==> src/rtl/inc_counter_pkg.sv <==
// rtl/inc_counter_pkg.sv - shared types and limits for the run counter
package inc_counter_pkg;

  localparam int WIDTH_MIN = 2;
  localparam int WIDTH_MAX = 64;

  typedef enum logic [1:0] {
    ST_IDLE = 2'd0,
    ST_RUN  = 2'd1,
    ST_DONE = 2'd2
  } state_e;

endpackage

==> src/rtl/IncC.sv <==
// rtl/IncC.sv - parallel-prefix incrementer, o_z = i_a + i_ci, o_co = carry-out
module IncC #(
  parameter int width = 8,
  parameter int speed = 1
) (
  input  logic [width-1:0] i_a,
  input  logic             i_ci,
  output logic [width-1:0] o_z,
  output logic             o_co
);

  localparam int N = width + 1;
  localparam int L = $clog2(N);

  logic [N-1:0] w_g;
  logic [N-1:0] w_p;

  assign w_g = {i_a, i_ci};

  // w_p[i] is the AND of w_g[0..i]: the carry into bit i of i_a
  always_comb begin
    w_p = w_g;
    case (speed)
      0: begin
        for (int i = 1; i < N; i++) w_p[i] = w_p[i] & w_p[i-1];
      end
      1: begin
        for (int l = 1; l <= L; l++)
          for (int i = 0; i < N; i++)
            if (((i + 1) % (1 << l)) == 0)
              w_p[i] = w_p[i] & w_p[i - (1 << (l - 1))];
        for (int l = L - 1; l >= 1; l--)
          for (int i = 0; i < N; i++)
            if ((((i + 1) % (1 << l)) == (1 << (l - 1))) && (i >= (1 << l)))
              w_p[i] = w_p[i] & w_p[i - (1 << (l - 1))];
      end
      default: begin
        for (int l = 0; l < L; l++)
          for (int i = 0; i < N; i++)
            if (((i >> l) & 1) == 1)
              w_p[i] = w_p[i] & w_p[((i >> l) << l) - 1];
      end
    endcase
  end

  assign o_z  = i_a ^ w_p[width-1:0];
  assign o_co = w_p[width];

endmodule

==> src/rtl/inc_counter.sv <==
// rtl/inc_counter.sv - start/limit run counter with wrap flag and ack handshake
module inc_counter
  import inc_counter_pkg::*;
#(
  parameter int width = 8,
  parameter int speed = 1
) (
  input  logic             clk_i,
  input  logic             rst_ni,
  input  logic             start_i,
  input  logic [width-1:0] init_i,
  input  logic [width-1:0] limit_i,
  input  logic             en_i,
  input  logic             ack_i,
  input  logic             abort_i,
  output logic [width-1:0] cnt_o,
  output logic             busy_o,
  output logic             done_o,
  output logic             wrap_o
);

  state_e           r_state;
  state_e           w_next;
  logic [width-1:0] r_cnt;
  logic [width-1:0] r_lim;
  logic             r_wrap;
  logic [width-1:0] w_sum;
  logic             w_co;
  logic             w_eq;
  logic             w_load;
  logic             w_step;

  IncC #(
    .width(width),
    .speed(speed)
  ) u_incc (
    .i_a (r_cnt),
    .i_ci(1'b1),
    .o_z (w_sum),
    .o_co(w_co)
  );

  assign w_eq   = (r_cnt == r_lim);
  assign w_load = (r_state == ST_IDLE) && start_i && !abort_i;
  assign w_step = (r_state == ST_RUN) && en_i && !w_eq && !abort_i;

  always_ff @(posedge clk_i or negedge rst_ni) begin
    if (!rst_ni) r_state <= ST_IDLE;
    else         r_state <= w_next;
  end

  always_comb begin
    w_next = r_state;
    if (abort_i) begin
      w_next = ST_IDLE;
    end else begin
      case (r_state)
        ST_IDLE: if (start_i)      w_next = ST_RUN;
        ST_RUN:  if (en_i && w_eq) w_next = ST_DONE;
        ST_DONE: if (ack_i)        w_next = ST_IDLE;
        default:                   w_next = ST_IDLE;
      endcase
    end
  end

  always_comb begin
    busy_o = (r_state == ST_RUN);
    done_o = (r_state == ST_DONE);
    cnt_o  = r_cnt;
    wrap_o = r_wrap;
  end

  // wrap is sticky across DONE/IDLE so the consumer can read it after the run
  always_ff @(posedge clk_i or negedge rst_ni) begin
    if (!rst_ni) begin
      r_cnt  <= '0;
      r_lim  <= '0;
      r_wrap <= 1'b0;
    end else if (w_load) begin
      r_cnt  <= init_i;
      r_lim  <= limit_i;
      r_wrap <= 1'b0;
    end else if (w_step) begin
      r_cnt <= w_sum;
      if (w_co) r_wrap <= 1'b1;
    end
  end

endmodule

==> config.mk <==
export PLATFORM = sky130hd
export DESIGN_NAME = inc_counter
export DESIGN_NICKNAME = d
export VERILOG_FILES = /design/src/rtl/inc_counter_pkg.sv /design/src/rtl/IncC.sv /design/src/rtl/inc_counter.sv
export SDC_FILE = /design/constraint.sdc
export NUM_CORES = 1
export LEC_CHECK = 0
export CORE_MARGIN = 1.5
export CORE_UTILIZATION = 30
export CTS_CLUSTER_SIZE = 40
export DETAILED_ROUTE_END_ITERATION = 10
export GPL_TIMING_DRIVEN = 0
export PLACE_DENSITY = 0.61
export SLEW_MARGIN = 25
export SYNTH_ARGS = -nofsm -noshare
export SYNTH_HDL_FRONTEND = slang
export SYNTH_SLANG_ARGS = --single-unit
==> constraint.sdc <==
create_clock -name clk_i -period 5 [get_ports clk_i]
set_clock_uncertainty 0.15 [all_clocks]
set_input_delay 1 -clock clk_i [delete_from_list [all_inputs] [get_ports clk_i]]
set_output_delay 1 -clock clk_i [all_outputs]
set_load 0.05 [all_outputs]
## Yosys cells after proc, flatten, opt, wreduce, memory -nomap -nowiden

Cells that the tools add are included.

| storage, ports and cells | value |
|---|---|
| register bits | 19 |
| latch bits | 0 |
| memory bits (writable) | 0 |
| memory bits (read-only) | 0 |
| input bits | 22 |
| output and inout bits | 11 |
| logic and storage cells | 45 |
| memories | 0 |

| operators by class | value |
|---|---|
| $add $sub $neg | 0 |
| $mul | 0 |
| divide/modulo/power cells | 0 |
| order comparisons | 0 |
| equality and inequality tests | 6 |
| shift operators | 0 |
| mux-type cells | 10 |
| bitwise logic cells | 12 |
| reductions and logical operators | 13 |

Operator list:

| cell | count |
|---|---|
| two-way mux 8 bit | 2 |
| bitwise AND 1 bit | 11 |
| == test 8 bit | 1 |
| two-way mux 2 bit | 4 |
| bitwise XOR 8 bit | 1 |
| logical AND 1 bit | 6 |
| != test 3 bit (second input constant) | 2 |
| case mux 2 bit (3 select lines) | 1 |
| nonzero test 2 bit | 2 |
| two-way mux 1 bit | 3 |
| != test 3 x 2 -> 1 bit (second input constant) | 1 |
| AND reduction 3 bit | 1 |
| == test 2 x 1 -> 1 bit (second input constant) | 1 |
| == test 2 bit (second input constant) | 1 |
| zero test 1 bit | 2 |
| zero test 2 bit | 1 |
| AND reduction 2 bit | 1 |

## Longest topological paths before layout

Gate-level depths: netlist of the first run.

| depth | value |
|---|---|
| depth after elaboration | 7 |
| mapped depth | 6 |
| mapped depth without buffers | 6 |

## Cells and area by module

Synthesis of the first run repeated with hierarchy kept, for this count alone.

| second synthesis, totals | value |
|---|---|
| cell total of the unflattened synthesis | 136 |
| area, all modules | 1,298.7 um^2 |

By module, submodules not included:

| module | instances | cells each | area each (um^2) | sequential area each (um^2) |
|---|---|---|---|---|
| inc_counter | 1 | 120 | 1,166.1 | 475.5 |
| IncC | 1 | 16 | 132.6 | 0.0 |

## Worst setup path before layout of the first run

No wires, ideal clock.

| timing path | value |
|---|---|
| kind | reg2out |
| from | reg r_state[0] |
| to | out done_o |
| data arrival time | 1.134 ns |
| path slack | 2.716 ns |
| cell stages (with the launch flop) | 2 |
| path through | dfrtp_1 nor2b_1 |

| on the way | value |
|---|---|
| longest elaborated chain between the ends | 1 |

RTL lines:

| element | RTL line | RTL |
|---|---|---|
| from (decl) | inc_counter.sv:22 | `state_e r_state;` |
| from (signal assigned) | inc_counter.sv:49 | `else r_state <= w_next;` |
| == test 2 bit | inc_counter.sv:68 | `done_o = (r_state == ST_DONE);` |
| to (decl) | inc_counter.sv:18 | `output logic done_o,` |

No other way between the ends.

## Final worst setup path of the first run

Same ends and word-level chain as after synthesis.

==> results.md, run 1 <==
- Outcome: completed
- Nets: 170
- FP Rows: 20
- Hold Path Class: flop to flop
- Antenna diodes: 0
- Final setup fails: 0
- Startpoint types: flop
- Setup CP Type: flop to output port
- R2R Path End: cnt_o[6]
- Synth cell count leaders: nand2_1, dfrtp_1, nor2_1
- CTS tree: built
- Max Cap Viol: 0
- Port buffer count: 32
- Postcts setup bufs: 0
- Core Area: about 3100 sq um
- VDD IR max: 0.000115 V
- Lkg Pwr: roughly 0.00062 uW
- Gr ovfl total: 0
- Hold_buf cts: 0
- Post-synth EDFFs: 0
- #FFs+latches synth: 19
- P_int: 299 uW
- H-tree Lvls: 1
- Logic pwr share: 0.406
- Maximum achievable frequency: ~0.35 GHz
- CP Cell Sequence: nor2b_1 -> clkdlybuf4s50_1
- Worst EP required: 3.85 ns
- DR vias: approximately 840
- Worst Path Buf+Inv: 1
- First-pass GRT wire length: ~3800 um
- Crit path setup slack, layout: approximately 2.1 ns
- RSZ-0062 raised after global routing: no
- First drt pass iteration count: 4
- Worst R2R Start: cnt_o[6]
- Cell variety after synth: 23
- Sw power: around 200 uW
- Vias in the first global route: approximately 830
- CP endpoint kind: output port
- R2R setup slack: roughly 3.1 ns
- Via-per-instance ratio: 4.48
- Sw frac: 0.394
- Synth Cell Area: approximately 1000 sq um
- Initial Util: 0.325
- Initial DRC count: 30
- Slew HR: 0.420
- Largest net degree at the start of global routing: 20
- Post-synth top area cell: dfrtp_1
- Layout cells sized above 1: 0.0699
- Clk_lat worst skew: approximately 0.30 ns
- Post_cts resized: 0
- Routed len/inst: approximately 12 um
- Synth area leaders: dfrtp_1, nand2_1, xor2_1
- Fillers: 330
- Clock Pin Slew Worst Setup and Hold Paths: roughly 0.1 ns
- Overall Power: a little under 500 uW
- Tmin final: between 2 and 3 ns
- Largest delay contributor family on the critical path: buffers and inverters
- Sequential share of power: 0.433
- Peak per-stage delay on the critical path: around 0.82 ns
- GRT Total Usage: 0.140
- Initial antenna violation count: 0
- Max clock buf depth: 2
- R2R depth: 6
- Die Height: ~61 um
- Slew Limit Fails: 0
- Die area: between 3000 and 4000 sq um
- Cell depth of the worst setup path: 2
- Num CTS Buffers: 3
- Dominant synthesized flop cell: dfrtp_1
- Residual DRC: 0
- Final hold vios: 0
- Syn Nets: between 100 and 150
- Pre-CTS WS: about 2.3 ns
- Max FO, Critical Path: 7
- CP endpoint: done_o
- I/O Pins: 33
- Slowest cell on the critical path: clkdlybuf4s50_1
- CTS Sinks: 19
- Cell count after synthesis: around 110
- GP Congestion: just under 0.7
- Antenna-violating nets left: 0
- Share of total power in the clock network: 0.161
- Seq/Total Area, Yosys: 0.467
- Slew @ Worst Pin: roughly 0.87 ns
- WP data arrival: approximately 1.7 ns
- Area growth, synth to finish: 39.5%
- Power per cell area: approximately 350 nW/um^2
- Yosys synthesis warning count: 0
- Detailed placement HPWL: about 1700 um
- WL final: ~2300 um
- CTS root buf: clkbuf_4
- Die X: approximately 60 um
- Async SR Flop Fraction: 1.00
- Final worst-path cycle share: 0.575
- Post-route setup TNS: 0 ns
- Share of the synthesized area in the top cell type: 0.467
- Syn Area/Cell: 9.51 sq um
- CP startpoint: r_state[0]
- Top-count cell post-synth: nand2_1
[worst min path at each step]
stage | startpoint | end | slack [ns] | depth (start not counted)
3_3_place_gp | wrap_o | wrap_o | 0.33 | 2
6_report | r_lim[2] | r_lim[2] | 0.35 | 2
3_5_place_dp | r_lim[0] | r_lim[0] | 0.33 | 2
4_1_cts | r_lim[0] | r_lim[0] | 0.36 | 2
2_1_floorplan | r_lim[0] | r_lim[0] | 0.32 | 2
5_1_grt | r_lim[3] | r_lim[3] | 0.39 | 2
[metrics by stage]
step | area (sq um) | hold WS [ns] | util | std cells
floorplan | 1020 | 0.315 | - | 107
global placement | 1390 | 0.332 | 0.445 | 183
detailed placement | 1390 | 0.332 | 0.445 | 183
CTS | 1420 | 0.360 | 0.454 | 187
global route | 1420 | 0.390 | 0.454 | 187
finish | 1420 | 0.354 | 0.454 | 187
[worst min-delay path: cells and delay by family, from the launching register on]
family / cells / cell delay (ns)
and+or+nand+nor: 2 / 0.10
DFF: 1 / 0.37
[final cells by class]
cell class	instances	area, sq um	share of cell area
plain buffers	4	22.5	0.0159
multi-input cells	84	519	0.366
repair buffers	32	320	0.226
well taps	44	55.1	0.0388
clock buffers	4	26.3	0.0185
flip-flops and latches	19	475	0.335
[state kept, by name, summed over array words and instances, names as in the netlist]
signal,cells
cnt_o,8
r_lim,8
r_state,2
wrap_o,1
[per-layer routing]
metal	global-route usage	wire length (um)	up-vias	share of wire
met5	0	0	-	0
met4	0.0839	53	0	0.024
met3	0.0126	110	4	0.049
met2	0.219	986	22	0.44
met1	0.186	1100	376	0.49
li1	-	-	435	-
[power groups by stage]
stage                     Sequential, uW  Combinational (uW)  Clock, uW
after floorplan                      266                79.0          0
after global placement               216                 200          0
after detailed placement             217                 203          0
after CTS                            214                 203       84.7
after global routing                 220                 222       90.5
final                                213                 200       79.4
[cells in the final DEF, fill, tap and decap left out, types with 4 or more instances in the layout]
| cell | n |
|---|---|
| dfrtp_1 | 19 |
| clkdlybuf4s50_1 | 32 |
| mux2i_1 | 4 |
| nand2_1 | 27 |
| nor2_1 | 12 |
| xor2_1 | 8 |
| clkbuf_1 | 4 |
| a21oi_1 | 5 |
| nand3b_1 | 4 |
| ha_1 | 4 |
[kinds of logic after synthesis]
kind of cell / count (synthesis) / share of synthesized area
flops: 19 / 0.467
xor+xnor: 9 / 0.0775
simple gates: 52 / 0.244
buf+inv: 4 / 0.0221
mux: 4 / 0.0394
fa+ha+maj: 4 / 0.0492
compound gates: 15 / 0.101
Power figures use the tool's default switching activity.
==> inputs of run 2 (changes only) <==
- PLACE_DENSITY: 0.61 -> 0.63
- clock period: 5 -> 2.6 ns (I/O delays scaled with it)
==> run 2 against run 1 <==
  * First-iteration DRC count up 6.7%
  * Hold slack better by 0.0014 ns
  * Combinational power up 93%
  * Sequential cell count unchanged
  * Critical path depth unchanged
  * Register-to-register slack worse by 2.4 ns
  * Cell count unchanged
  * Count of clock-buffer cells in the layout down 1
  * Core utilization about the same
  * Die area unchanged
  * Clock power up 86%
  * Total power up 92%
  * Largest cell class unchanged
==> results.md, run 2 (synthesis gave the netlist of run 1 again) <==
- Outcome: completed
- Area growth, synth to finish: 39.6% (about the same)
- Hold WS: 0.355 ns (+0.00142 ns)
- GRT Total Usage: 0.134 (-0.00605)
- Largest delay contributor family on the critical path: buffers and inverters
- CTS root buf: clkbuf_4
- RSZ-0062 raised after global routing: no
- Max clock buf depth: 2 (unchanged)
- Layout cells sized above 1: 0.0769 (+0.00699)
- Antenna-violating nets left: 0 (unchanged)
- Routed len/inst: 11.9 um (-1.1%)
- Setup CP Type: flop to output port
- Maximum achievable frequency: 0.418 GHz
- Antenna diodes: 0 (unchanged)
- Num CTS Buffers: 3 (unchanged)
- Largest net degree at the start of global routing: 20 (unchanged)
- Hold_buf cts: 0 (unchanged)
- Post-route setup TNS: 0 ns (unchanged)
- Commonest non-fill, non-tap cells in the layout: clkdlybuf4s50_1, nand2_1, dfrtp_1, nor2_1, xor2_1
- Tmin final: around 2.4 ns
- Power per cell area: 666 nW/um^2 (+92%)
- Pre-CTS WS: 0.338 ns (-1.95 ns)
- Slew HR: 0.438 (+0.0176)
- Max Cap Viol: 0 (unchanged)
- FP Rows: 20 (unchanged)
- Nets: 170 (unchanged)
- Final hold vios: 0 (unchanged)
- Via-per-instance ratio: 4.56 (+1.8%)
- Worst EP required: 1.93 ns (-1.92 ns)
- Postcts setup bufs: 0 (unchanged)
- Detailed placement HPWL: 1700 um (-0.31%)
- CP Cell Sequence: nor2b_1 -> clkdlybuf4s50_1
- I/O Pins: 33 (unchanged)
- Startpoint types: flop
- Core Area: 3130 sq um (unchanged)
- Final core occ: 0.454 (about the same)
- Overall Power: 945 uW (+92%)
- DR vias: 852 (+1.8%)
- VDD IR max: 0.000316 V (+170%)
- Initial Util: 0.325 (unchanged)
- GP Congestion: 0.781 (+12%)
- Commonest non-fill, non-tap cell in the layout: clkdlybuf4s50_1
- H-tree Lvls: 1 (unchanged)
- Initial antenna violation count: 0 (unchanged)
- Gr ovfl total: 0 (unchanged)
- Peak per-stage delay on the critical path: 0.82 ns (about the same)
- R2R setup slack: 0.72 ns (-2.40 ns)
- Final worst-path cycle share: 0.921
- Die X: 61.2 um (unchanged)
- First-pass GRT wire length: 3660 um (-2.6%)
- Post_cts resized: 0 (unchanged)
- Residual DRC: 0 (unchanged)
- Crit path setup slack, layout: 0.206 ns (-1.92 ns)
- Slew Limit Fails: 0 (unchanged)
- Max FO, Critical Path: 7 (unchanged)
- CTS Sinks: 19 (unchanged)
- Final setup fails: 0 (unchanged)
- CP endpoint kind: output port
- Lkg Pwr: 0.000627 uW (+0.44%)
- Initial DRC count: 32 (+6.7%)
- WP data arrival: 1.72 ns (about the same)
- First drt pass iteration count: 4 (unchanged)
- WL final: 2230 um (-1.1%)
- Clock Pin Slew Worst Setup and Hold Paths: 0.11 ns (about the same)
- Die area: 3750 sq um (unchanged)
- Slowest cell on the critical path: clkdlybuf4s50_1
- Hold Path Class: flop to flop
- Clk_lat worst skew: 0.30 ns (about the same)
- Vias in the first global route: 800 (-3.8%)
- Slew @ Worst Pin: 0.841 ns (-0.0263 ns)
- Port buffer count: 32 (unchanged)
- Die Height: 61.2 um (unchanged)
- Worst Path Buf+Inv: 1 (unchanged)
- CTS tree: built
run 2: power by group:
part | total (uW) | internal [uW] | switching [uW]
sequential | 411 | 347 | 63.8
combinational | 386 | 167 | 219
clock | 148 | 57.3 | 90.9
total | 945 | 572 | 374
run 2: final cells by class:
type / instances / area [sq um]
Buffer: 4 / 22.5
Clock buffer: 3 / 22.5
Clock inverter: 1 / 5.00
Fill cell: 324 / 1710
Multi-Input combinational cell: 84 / 519
Sequential cell: 19 / 475
Tap cell: 44 / 55.1
Timing Repair Buffer: 32 / 320
run 2: worst register-to-register path, delay by kind of cell (launching register included):
family | cells | cell delay [ns]
buffers and inverters | 1 | 0.17
AND/OR/NAND/NOR | 1 | 0.38
AO/OA/AOI/OAI | 3 | 0.47
flip-flops | 1 | 0.45
XOR/XNOR | 1 | 0.19
run 2: stage by stage:
step                      instances  instance area, sq um
final                           187                  1420
after global routing            187                  1420
after CTS                       187                  1420
after detailed placement        183                  1390
after global placement          183                  1390
after floorplan                 107                  1020
run 2: metal layers:
| layer | global-route usage | vias to the layer above | part of all wire |
|---|---|---|---|
| met3 | 0.0252 | 2 | 0.061 |
| met1 | 0.185 | 389 | 0.50 |
| li1 | - | 434 | - |
| met4 | 0.0466 | 0 | 0.015 |
| met2 | 0.208 | 27 | 0.42 |
| met5 | 0 | - | 0 |
run 2: final timing paths:
| path | start | end | cells after the start |
|---|---|---|---|
| setup / recovery | r_state[0] | done_o | 2 |
| hold / removal | r_lim[3] | r_lim[3] | 2 |
| setup reg to reg | cnt_o[6] | cnt_o[6] | 6 |
| hold reg to reg | r_lim[3] | r_lim[3] | 2 |
| max in group asynchronous | rst_ni | r_state[1] | 1 |
| min in group asynchronous | rst_ni | wrap_o | 1 |
